**config.mk**
```make
export PLATFORM = sky130hd
export DESIGN_NAME = interrupt_request_8259a
export DESIGN_NICKNAME = d
export VERILOG_FILES = /design/src/rtl/interrupt_request_8259a.sv
export SDC_FILE = /design/constraint.sdc
export NUM_CORES = 1
export LEC_CHECK = 0
export CORE_MARGIN = 4
export CORE_UTILIZATION = 38
export CTS_BUF_LIST = sky130_fd_sc_hd__clkbuf_2
export DETAILED_ROUTE_END_ITERATION = 8
export GPL_ROUTABILITY_DRIVEN = 0
export PLACE_DENSITY = 0.76
export SYNTH_ARGS = -nofsm -noshare
export SYNTH_HDL_FRONTEND = slang
export SYNTH_SLANG_ARGS = --single-unit
```
**constraint.sdc**
```tcl
create_clock -name clock -period 0.8 [get_ports clock]
set_input_delay 0.12 -clock clock [delete_from_list [all_inputs] [get_ports clock]]
set_output_delay 0.12 -clock clock [all_outputs]
set_load 0.05 [all_outputs]
```
**src/rtl/interrupt_request_8259a.sv**
```systemverilog
// interrupt_request_8259a: 8259A IRR stage, level/edge sampling of IR7..IR0 with freeze and per-bit clear
module interrupt_request_8259a (
    input  logic       clock,
    input  logic       reset_n,
    input  logic       level_or_edge_triggered_config,
    input  logic       freeze,
    input  logic [7:0] clear_interrupt_request,
    input  logic [7:0] interrupt_request_pin,
    output logic [7:0] interrupt_request_register
);
    logic [7:0] r_low_input_latch;
    logic [7:0] r_irr;
    logic [7:0] w_edge;
    logic [7:0] w_next_latch;
    logic [7:0] w_next_irr;
    // Arm on any sampled low, disarm on clear; IRR follows pin or armed edge unless frozen, clear always wins
    always_comb begin
        w_edge       = r_low_input_latch & interrupt_request_pin;
        w_next_latch = (r_low_input_latch | ~interrupt_request_pin) & ~clear_interrupt_request;
        w_next_irr   = ~clear_interrupt_request &
                       (freeze ? r_irr : (level_or_edge_triggered_config ? interrupt_request_pin : w_edge));
    end
    // State registers with asynchronous active-low reset
    always_ff @(posedge clock or negedge reset_n) begin
        if (!reset_n) begin
            r_low_input_latch <= 8'h00;
            r_irr             <= 8'h00;
        end else begin
            r_low_input_latch <= w_next_latch;
            r_irr             <= w_next_irr;
        end
    end
    assign interrupt_request_register = r_irr;
endmodule

```
# --- After elaboration in Yosys (flattened, before gate mapping) ---
# Index checks and enable logic that the tools add are counted.
word_totals:
  output_inout_bits: 8
  word_cells: 10
  ff_bits: 16
  inputBits: 20
classes:
  bitwise: 6
  n_mux: 2
op_table:
  columns: ["op", "count"]
  rows:
  - ["$and 8x8->8", 3]
  - ["$mux 8", 2]
  - ["$not 8->8", 2]
  - ["$or 8x8->8", 1]

# --- Longest topological paths before layout ---
# Gate-level depths: netlist (run 1).
depth:
  word_depth: 4
  depth_mapped: 5
  ltp_nobuf: 3

# --- Worst setup path after synthesis (run 1) ---
# OpenSTA, ideal clock, no wires.
synth_path:
  path_kind: "register to register"
  from: "register r_irr[0] (netlist: interrupt_request_register[0])"
  to: "register r_irr[0] (netlist: interrupt_request_register[0])"
  setup_time_ns: 0.071
  required_ns: 0.729
  arrival_time_ns: 0.871
  period_less_slack_ns: 0.942
  path_slack_ns: -0.142
  path_buffers: 0
  stages_incl_launch_ff: 4
  cell_sequence: "dfrtp_1 -> nand2_1 -> o21a_1 -> nor2_1"
synth_via:
  elab_chain_cells: 2
synth_lines:
  columns: ["element", "line_no", "text"]
  rows:
  - ["from (decl)", "12", "logic [7:0] r_irr;"]
  - ["from (signal assigned)", "30", "r_irr <= w_next_irr;"]
  - ["$mux 8", "21", "(freeze ? r_irr : (level_or_edge_triggered_config ? interrupt_request_pin : w_edge));"]
  - ["$and 8x8->8", "20", "w_next_irr = ~clear_interrupt_request &"]
  - ["via w_next_irr[0]", "15", "logic [7:0] w_next_irr;"]
# The timed path passes the listed nets, and every way through them passes these cells.

# --- Final worst setup path (run 1) ---
layout_path:
  from: "register r_irr[1] (netlist: interrupt_request_register[1])"
  to: "output interrupt_request_register[1]"
layout_lines:
  columns: ["element", "line_no", "text"]
  rows:
  - ["to (decl)", "9", "output logic [7:0] interrupt_request_register"]
# No word-level cell between the ends.

==> impl_metrics.toml, run 1 <==
[timing]
maxSlewHeadroom_pct = 79.2
clock.fmax_mhz = 981
setup_tns_ns = -1.74
tightest_slew_ns = 0.313
clock_skew_ns = 0.00394
setup_viol = 9
slew_violations = 0
final-hold-violation-count = 0
post-route-period-util_pct = 127
whs_ns = 0.115
post-route-min-period_ns = 1.02
rsz0062_at_grt = "true"
layout_setup_ws_ns = -0.219

[floorplanning]
ios = 28
start_util_pct = 41.5
die-width_um = 49.3
die_h_um = 49.3
core.rowCount = 14
die-area_mm2 = 0.00243
core_region_area_mm2 = 0.00156

[worst_setup_path]
crit_family = "flip-flops"
worstPathArrival_ns = 0.90
cp_slowest_cell = "dfrtp_2"
worstSetupPathType = "reg2out"
crit_buf_inv = 1
setup.worst_path.end_class = "output pin"
cp-start-kind = "flop"
max_stage_delay_ns = 0.46
path_cells = "buf_12"
crit_fanout = 2
crit_required_ns = 0.68

[drt]
dr.first_iter.drc_count = 9
drc = 0
route.met3.wl_um = 121
top_layer_used = "met4"
vias = 593
routed_wl_um = 1560
route.met2.wl_um = 790
post_drt_wl_per_cell_um = 13.2
first_pass_iters = 4
ant_nets = 0
viasPerCell = 5.03
m1WireLength_um = 637

[yosys]
synth_compound_area_share_pct = 21.7
yosys.area_share.simple_pct = 9.28
yosys.area_share.adder_pct = 0
synth_xor_area_share_pct = 0
syn_area_um2 = 647
synth_nets = 86
yosys_warnings = 0
synth.mux.area_fraction_pct = 0
synth_top_family_by_area = "compound AO/OA/AOI/OAI gates"
synth_area_leaders = "dfrtp_1 (62%), o21a_1 (9.3%), a21oi_1 (6.2%)"
yosys.area.top_type = "dfrtp_1"
syn_area_per_cell_um2 = 9.80
synth_top_area_share_pct = 61.9
ys_ff_latch = 16
ys_seq_area_share_pct = 61.9
synth_cell_types = 9
netlist_instances = 66

[clocking]
clock_latency_ns = 0.28
cts_buffers = 3
cts.htree.levels = 1
cts_hold_buffers = 0
clock_sinks = 16
cts_buffer_depth = 2
clkSlewWorstSetupHoldPaths_ns = 0.15
root_buffer = "clkbuf_2"
cts_tree = "built"

[global_routing]
grt_pass1_wl_um = 2360
grt_pass1_vias = 558
overflow = 0
grt_max_degree = 10
track_usage_pct = 13.1
antenna_found_initial = 0

[place]
io_buffers = 27
pre_cts_ws_ns = -0.455
dpl.hpwl_um = 1200

[finish]
syn_to_final_growth_pct = 70.0
drive_above_1_share_pct = 27.5
n_antenna_cell = 0
layout.nets = 123

[power_and_ir_drop]
peakVddDrop_uv = 984
p_per_area_mw_per_mm2 = 1500
leakage_nw = 0.487

[outcome]
status = "finished with violations"
violations = "setup timing"

[min_path]
hold_path.class = "in2async"

[flow_run]
maxCapViolations = 0
sequential cells by signal, summed over array words and instances (netlist names):
| name | count |
|---|---|
| r_low_input_latch | 8 |
| interrupt_request_register | 8 |
worst register-to-register path, stage by stage (launching register included):
cell and delay, ns:
dfrtp_2 0.46, buf_6 0.12, nand2_2 0.04, o21a_1 0.11, nor2_1 0.04
cell type report:
cell class / count / area (µm²)
Clock buffer: 3 / 15.0
Inverter: 8 / 30.0
Clock inverter: 1 / 3.75
Tap cell: 16 / 20.0
Multi-Input combinational cell: 40 / 205
Fill cell: 122 / 459
Sequential cell: 16 / 410
Timing Repair Buffer: 34 / 415
where the power goes:
part,total [mW],leakage [nW],internal (mW),switching [mW]
combinational,0.399,0.277,0.223,0.176
sequential,0.893,0.196,0.858,0.0348
clock,0.358,0.0140,0.109,0.249
total,1.65,0.487,1.19,0.460
placed cells by master, fill, tap and decap left out, types with 4 or more instances in the layout:
master	count
inv_1	8
buf_12	8
buf_4	4
o21a_1	8
o21ai_1	7
dfrtp_1	8
a21oi_1	8
nand2_1	7
nor2_1	7
dfrtp_2	8
clkdlybuf4s50_1	17
stage by stage:
| stage | power (mW) | cells | utilization [%] | area [µm²] |
|---|---|---|---|---|
| 4_1_cts | 1.66 | 116 | 68.8 | 1070 |
| 5_1_grt | 1.73 | 118 | 70.5 | 1100 |
| 3_5_place_dp | 1.29 | 111 | 66.8 | 1040 |
| 2_1_floorplan | 1.04 | 66 | - | 657 |
| 3_3_place_gp | 1.28 | 111 | 66.8 | 1040 |
| 6_report | 1.65 | 118 | 70.5 | 1100 |
cell families after synthesis:
family	Yosys count
compound gates	24
buf+inv	10
flops	16
simple gates	16
what timing repair did:
item                                    CTS  global route
resized for setup                         7             8
buffers inserted                          1             3
endpoints found under the setup margin   16            16
pin swaps                                 0             2
cells in the mapped netlist (all sizes together):
cell and n:
clkbuf 1, buf 1, inv 8, o21a 8, o21ai 8, nand2 8, dfrtp 16, a21oi 8
nor2 8
layer usage:
| layer | global-route usage, % | up-vias |
|---|---|---|
| met2 | 21.2 | 27 |
| li1 | - | 289 |
| met3 | 3.67 | 2 |
| met5 | 0 | - |
| met1 | 14.5 | 275 |
| met4 | 9.95 | 0 |
final timing paths:
check,startpoint,endpoint,slack (ns),cells past startpoint
min,reset_n,interrupt_request_register[4]$_DFF_PN0_,0.11,2
max reg2reg,interrupt_request_register[2]$_DFF_PN0_,interrupt_request_register[2]$_DFF_PN0_,-0.07,4
max,interrupt_request_register[1]$_DFF_PN0_,interrupt_request_register[1],-0.22,1
max in group asynchronous,reset_n,interrupt_request_register[6]$_DFF_PN0_,0.54,2
min in group clock,freeze,interrupt_request_register[3]$_DFF_PN0_,0.29,4
min reg2reg,r_low_input_latch[7]$_DFF_PN0_,r_low_input_latch[7]$_DFF_PN0_,0.53,2
No activity file was read; power rests on OpenSTA's default activity.
==> run 2, diff against run 1 <==
TNS_END_PERCENT = 30   (was unset)
==> run 2 against run 1 <==
Net effect: highest routed layer unchanged; utilization is 1.5 points lower; clock-buffer cell count unchanged; critical path type unchanged; die area did not move; cell count decreased by 4.2%; hold slack better by 0.015 ns; total power grew 0.64%; the run still ends with setup timing left; clock skew up 0.0064 ns; worst setup slack got worse by 0.019 ns; critical path depth is the same; first-iteration DRC count shrank 56%.
==> impl_metrics.toml, run 2 (synthesis gave the netlist of run 1 again) <==
[outcome]
status = "finished with violations"
violations = "setup timing"

[place]
dpl.hpwl_um = 1200
placed_cell_area_mm2 = 0.00105
io_buffers = 27
pre_cts_ws_ns = -0.475

[power_and_ir_drop]
p_per_area_mw_per_mm2 = 1540
peakVddDrop_uv = 1170
leakage_nw = 0.461
p_total_mw = 1.66

[worst_setup_path]
r2r_cells = 3
r2r_setup_slack_ns = 0
crit_required_ns = 0.68
cp_slowest_cell = "dfrtp_2"
worstPathArrival_ns = 0.92
crit_family = "flip-flops"
crit_buf_inv = 1
setup.worst_path.end_class = "output pin"
max_stage_delay_ns = 0.46
r2r_start = "r_low_input_latch[5]$_DFF_PN0_"
crit_fanout = 2
worstSetupPathType = "reg2out"
timing.rr.end = "interrupt_request_register[5]$_DFF_PN0_"
path_cells = "buf_12"
cp-start-kind = "flop"

[clocking]
cts_tree = "built"
clock_latency_ns = 0.30
cts_buffer_depth = 2
clock_sinks = 16
cts_buffers = 3
cts.htree.levels = 1
root_buffer = "clkbuf_2"
clkSlewWorstSetupHoldPaths_ns = 0.16
cts_hold_buffers = 0

[timing]
clock.fmax_mhz = 963
final-hold-violation-count = 0
rsz0062_at_grt = "true"
tightest_slew_ns = 0.372
post-route-min-period_ns = 1.04
setup_viol = 9
slew_violations = 0
post-route-period-util_pct = 130
whs_ns = 0.129
clock_skew_ns = 0.0104
maxSlewHeadroom_pct = 75.2
layout_setup_ws_ns = -0.238

[min_path]
hold_path.class = "in2async"

[drt]
post_drt_wl_per_cell_um = 14.0
ant_nets = 0
drc = 0
dr.first_iter.drc_count = 4
first_pass_iters = 4
viasPerCell = 5.22
routed_wl_um = 1580
vias = 590

[finish]
fillers = 134
most-common-layout-cells = "clkdlybuf4s50_1 (18), buf_12 (10)"
design_area_mm2 = 0.00108
register_area_um2 = 410
n_antenna_cell = 0
layout.nets = 118
syn_to_final_growth_pct = 66.3
multiInputGateArea_um2 = 208
final_common_cell = "clkdlybuf4s50_1"
drive_above_1_share_pct = 23.7

[global_routing]
grt_max_degree = 17
grt_pass1_wl_um = 2640
track_usage_pct = 14.5
antenna_found_initial = 0
grt_pass1_vias = 620
overflow = 0

[floorplanning]
ios = 28
die_h_um = 49.3
core.rowCount = 14
die-area_mm2 = 0.00243
core_region_area_mm2 = 0.00156
start_util_pct = 41.5
die-width_um = 49.3

[flow_run]
maxCapViolations = 0
-- run 2: metrics by stage --
step                      std cells  utilization [%]  setup TNS [ns]
after global routing            113             69.0           -2.34
after floorplan                  66                -          -0.244
after global placement          109             67.4           -3.19
after detailed placement        109             67.4           -3.50
final                           113             69.0           -1.81
after CTS                       113             68.5           -1.92
-- run 2: layout make-up --
type	instances	share of cell area (%)
flip-flops and latches	16	38.1
multi-input cells	40	19.3
repair buffers	29	36.2
inverters	8	2.79
well taps	16	1.86
clock buffers	3	1.40
clock inverters	1	0.349
-- run 2: worst max-delay path by stage --
stage,slack [ns],startpoint,cells after the start,endpoint
floorplan,-0.03,interrupt_request_register[1]$_DFF_PN0_,3,interrupt_request_register[1]$_DFF_PN0_
global placement,-0.41,level_or_edge_triggered_config,4,interrupt_request_register[2]$_DFF_PN0_
detailed placement,-0.47,level_or_edge_triggered_config,4,interrupt_request_register[4]$_DFF_PN0_
CTS,-0.25,interrupt_request_register[1]$_DFF_PN0_,1,interrupt_request_register[1]
global route,-0.28,interrupt_request_register[1]$_DFF_PN0_,1,interrupt_request_register[1]
finish,-0.24,interrupt_request_register[1]$_DFF_PN0_,1,interrupt_request_register[1]
-- run 2: report_power, final --
| group | internal (mW) | leakage (nW) | switching [mW] |
|---|---|---|---|
| Combinational | 0.216 | 0.251 | 0.175 |
| Clock | 0.109 | 0.0140 | 0.265 |
| Sequential | 0.859 | 0.196 | 0.0365 |
| Total | 1.18 | 0.461 | 0.477 |
-- run 2: layer usage --
layer  share of wire (%)  track usage (%)  wire [µm]
met1                  38             15.2        600
met5                   0                0          0
met3                 9.4             7.03        149
met2                  51             24.6        798
met4                 2.0             5.69         31
-- run 2: repair_timing --
| item | CTS | global route |
|---|---|---|
| resized for setup | 7 | 4 |
| pin swaps | 1 | 0 |
| buffers inserted | 0 | 0 |
| endpoints found under the setup margin | 16 | 16 |
==> run 3, diff against run 2 <==
PLACE_DENSITY = 0.88   (was 0.76)
TNS_END_PERCENT = unset   (was 30)
==> run 3 against run 2 <==
Net effect: the flow still finishes with violations (setup timing); worst setup slack improved by 0.016 ns; final area decreased by 0.12%; global-route usage decreased by 1.1 points; critical path type unchanged.
==> impl_metrics.toml, run 3 (synthesis gave the netlist of run 1 again) <==
[timing]
post-route-min-period_ns = 1.02
clock_skew_ns = 0.00159
tightest_slew_ns = 0.345
setup_viol = 9
slew_violations = 0
maxSlewHeadroom_pct = 77.0
post-route-period-util_pct = 128
clock.fmax_mhz = 979
rsz0062_at_grt = "true"
final-hold-violation-count = 0
whs_ns = 0.173
layout_setup_ws_ns = -0.222

[worst_setup_path]
crit_fanout = 2
path_cells = "buf_12"
max_stage_delay_ns = 0.46
r2r_cells = 3
crit_required_ns = 0.68
crit_buf_inv = 1
crit_family = "flip-flops"
worstPathArrival_ns = 0.90
r2r_setup_slack_ns = 0
cp_slowest_cell = "dfrtp_2"
worstSetupPathType = "reg2out"
cp-start-kind = "flop"
setup.worst_path.end_class = "output pin"
timing.rr.end = "interrupt_request_register[3]$_DFF_PN0_"
r2r_start = "r_low_input_latch[3]$_DFF_PN0_"

[drt]
post_drt_wl_per_cell_um = 14.0
ant_nets = 0
vias = 568
viasPerCell = 4.94
dr.first_iter.drc_count = 10
first_pass_iters = 4
drc = 0
routed_wl_um = 1610

[global_routing]
track_usage_pct = 13.3
grt_pass1_vias = 506
grt_max_degree = 17
grt_pass1_wl_um = 2350
overflow = 0
antenna_found_initial = 0

[power_and_ir_drop]
leakage_nw = 0.465
p_per_area_mw_per_mm2 = 1520
peakVddDrop_uv = 1210

[finish]
layout.nets = 120
drive_above_1_share_pct = 24.2
syn_to_final_growth_pct = 66.2
most-common-layout-cells = "clkdlybuf4s50_1 (18), buf_12 (9)"
final_common_cell = "clkdlybuf4s50_1"
fillers = 114
fin_util_pct = 68.9
n_antenna_cell = 0

[floorplanning]
start_util_pct = 41.5
die_h_um = 49.3
core.rowCount = 14
die-width_um = 49.3
die-area_mm2 = 0.00243
ios = 28
core_region_area_mm2 = 0.00156

[clocking]
cts_buffers = 3
clkSlewWorstSetupHoldPaths_ns = 0.14
root_buffer = "clkbuf_2"
cts_tree = "built"
cts_hold_buffers = 0
cts.htree.levels = 1
clock_sinks = 16
cts_buffer_depth = 2
clock_latency_ns = 0.28

[outcome]
violations = "setup timing"
status = "finished with violations"

[place]
dpl.hpwl_um = 1240
pre_cts_ws_ns = -0.461
io_buffers = 27

[min_path]
hold_path.class = "in2async"

[flow_run]
maxCapViolations = 0
[run 3: cell types whose count changed in the layout (fill, tap and decap cells not counted), sizes merged]
| cell | change |
|---|---|
| buf | +2 |
[run 3: cell type report]
class                           count  area (µm²)  area share [%]
Sequential cell                    16         410            38.2
Timing Repair Buffer               31         392            36.4
Multi-Input combinational cell     40         204            19.0
Inverter                            8        30.0            2.79
Tap cell                           16        20.0            1.86
Clock buffer                        3        15.0            1.40
Clock inverter                      1        3.75           0.349
[run 3: worst max-delay path by stage]
stage	start	endpoint	depth (start not counted)
global route	interrupt_request_register[0]$_DFF_PN0_	interrupt_request_register[0]	1
detailed placement	level_or_edge_triggered_config	interrupt_request_register[3]$_DFF_PN0_	4
CTS	interrupt_request_register[0]$_DFF_PN0_	interrupt_request_register[0]	1
floorplan	interrupt_request_register[1]$_DFF_PN0_	interrupt_request_register[1]$_DFF_PN0_	3
global placement	level_or_edge_triggered_config	interrupt_request_register[1]$_DFF_PN0_	4
finish	interrupt_request_register[0]$_DFF_PN0_	interrupt_request_register[0]	1
[run 3: what timing repair did]
action,in CTS,in global routing
buffers inserted,0,1
pin swaps,0,2
endpoints found under the setup margin,16,16
endpoints found under the hold margin,0,0
gates resized for setup,9,1
cloned,0,0
[run 3: layer usage]
metal / share of wire, % / track usage (%) / up-vias
li1: - / - / 283
met1: 36 / 12.5 / 265
met2: 58 / 25.4 / 20
met3: 6.2 / 5.50 / 0
met4: 0 / 4.27 / 0
met5: 0 / 0 / -
[run 3: stage by stage]
step | cell area [µm²] | instances | total power [mW] | TNS (ns)
6_report | 1070 | 115 | 1.64 | -1.69
2_1_floorplan | 657 | 66 | 1.04 | -0.244
4_1_cts | 1060 | 114 | 1.66 | -1.94
3_5_place_dp | 1050 | 110 | 1.29 | -3.40
5_1_grt | 1070 | 115 | 1.73 | -2.33
3_3_place_gp | 1050 | 110 | 1.28 | -3.15
[run 3: where the power goes]
part	total, mW	internal (mW)	switching, mW
clock network	0.353	0.109	0.245
registers	0.895	0.858	0.0369
logic	0.390	0.216	0.174
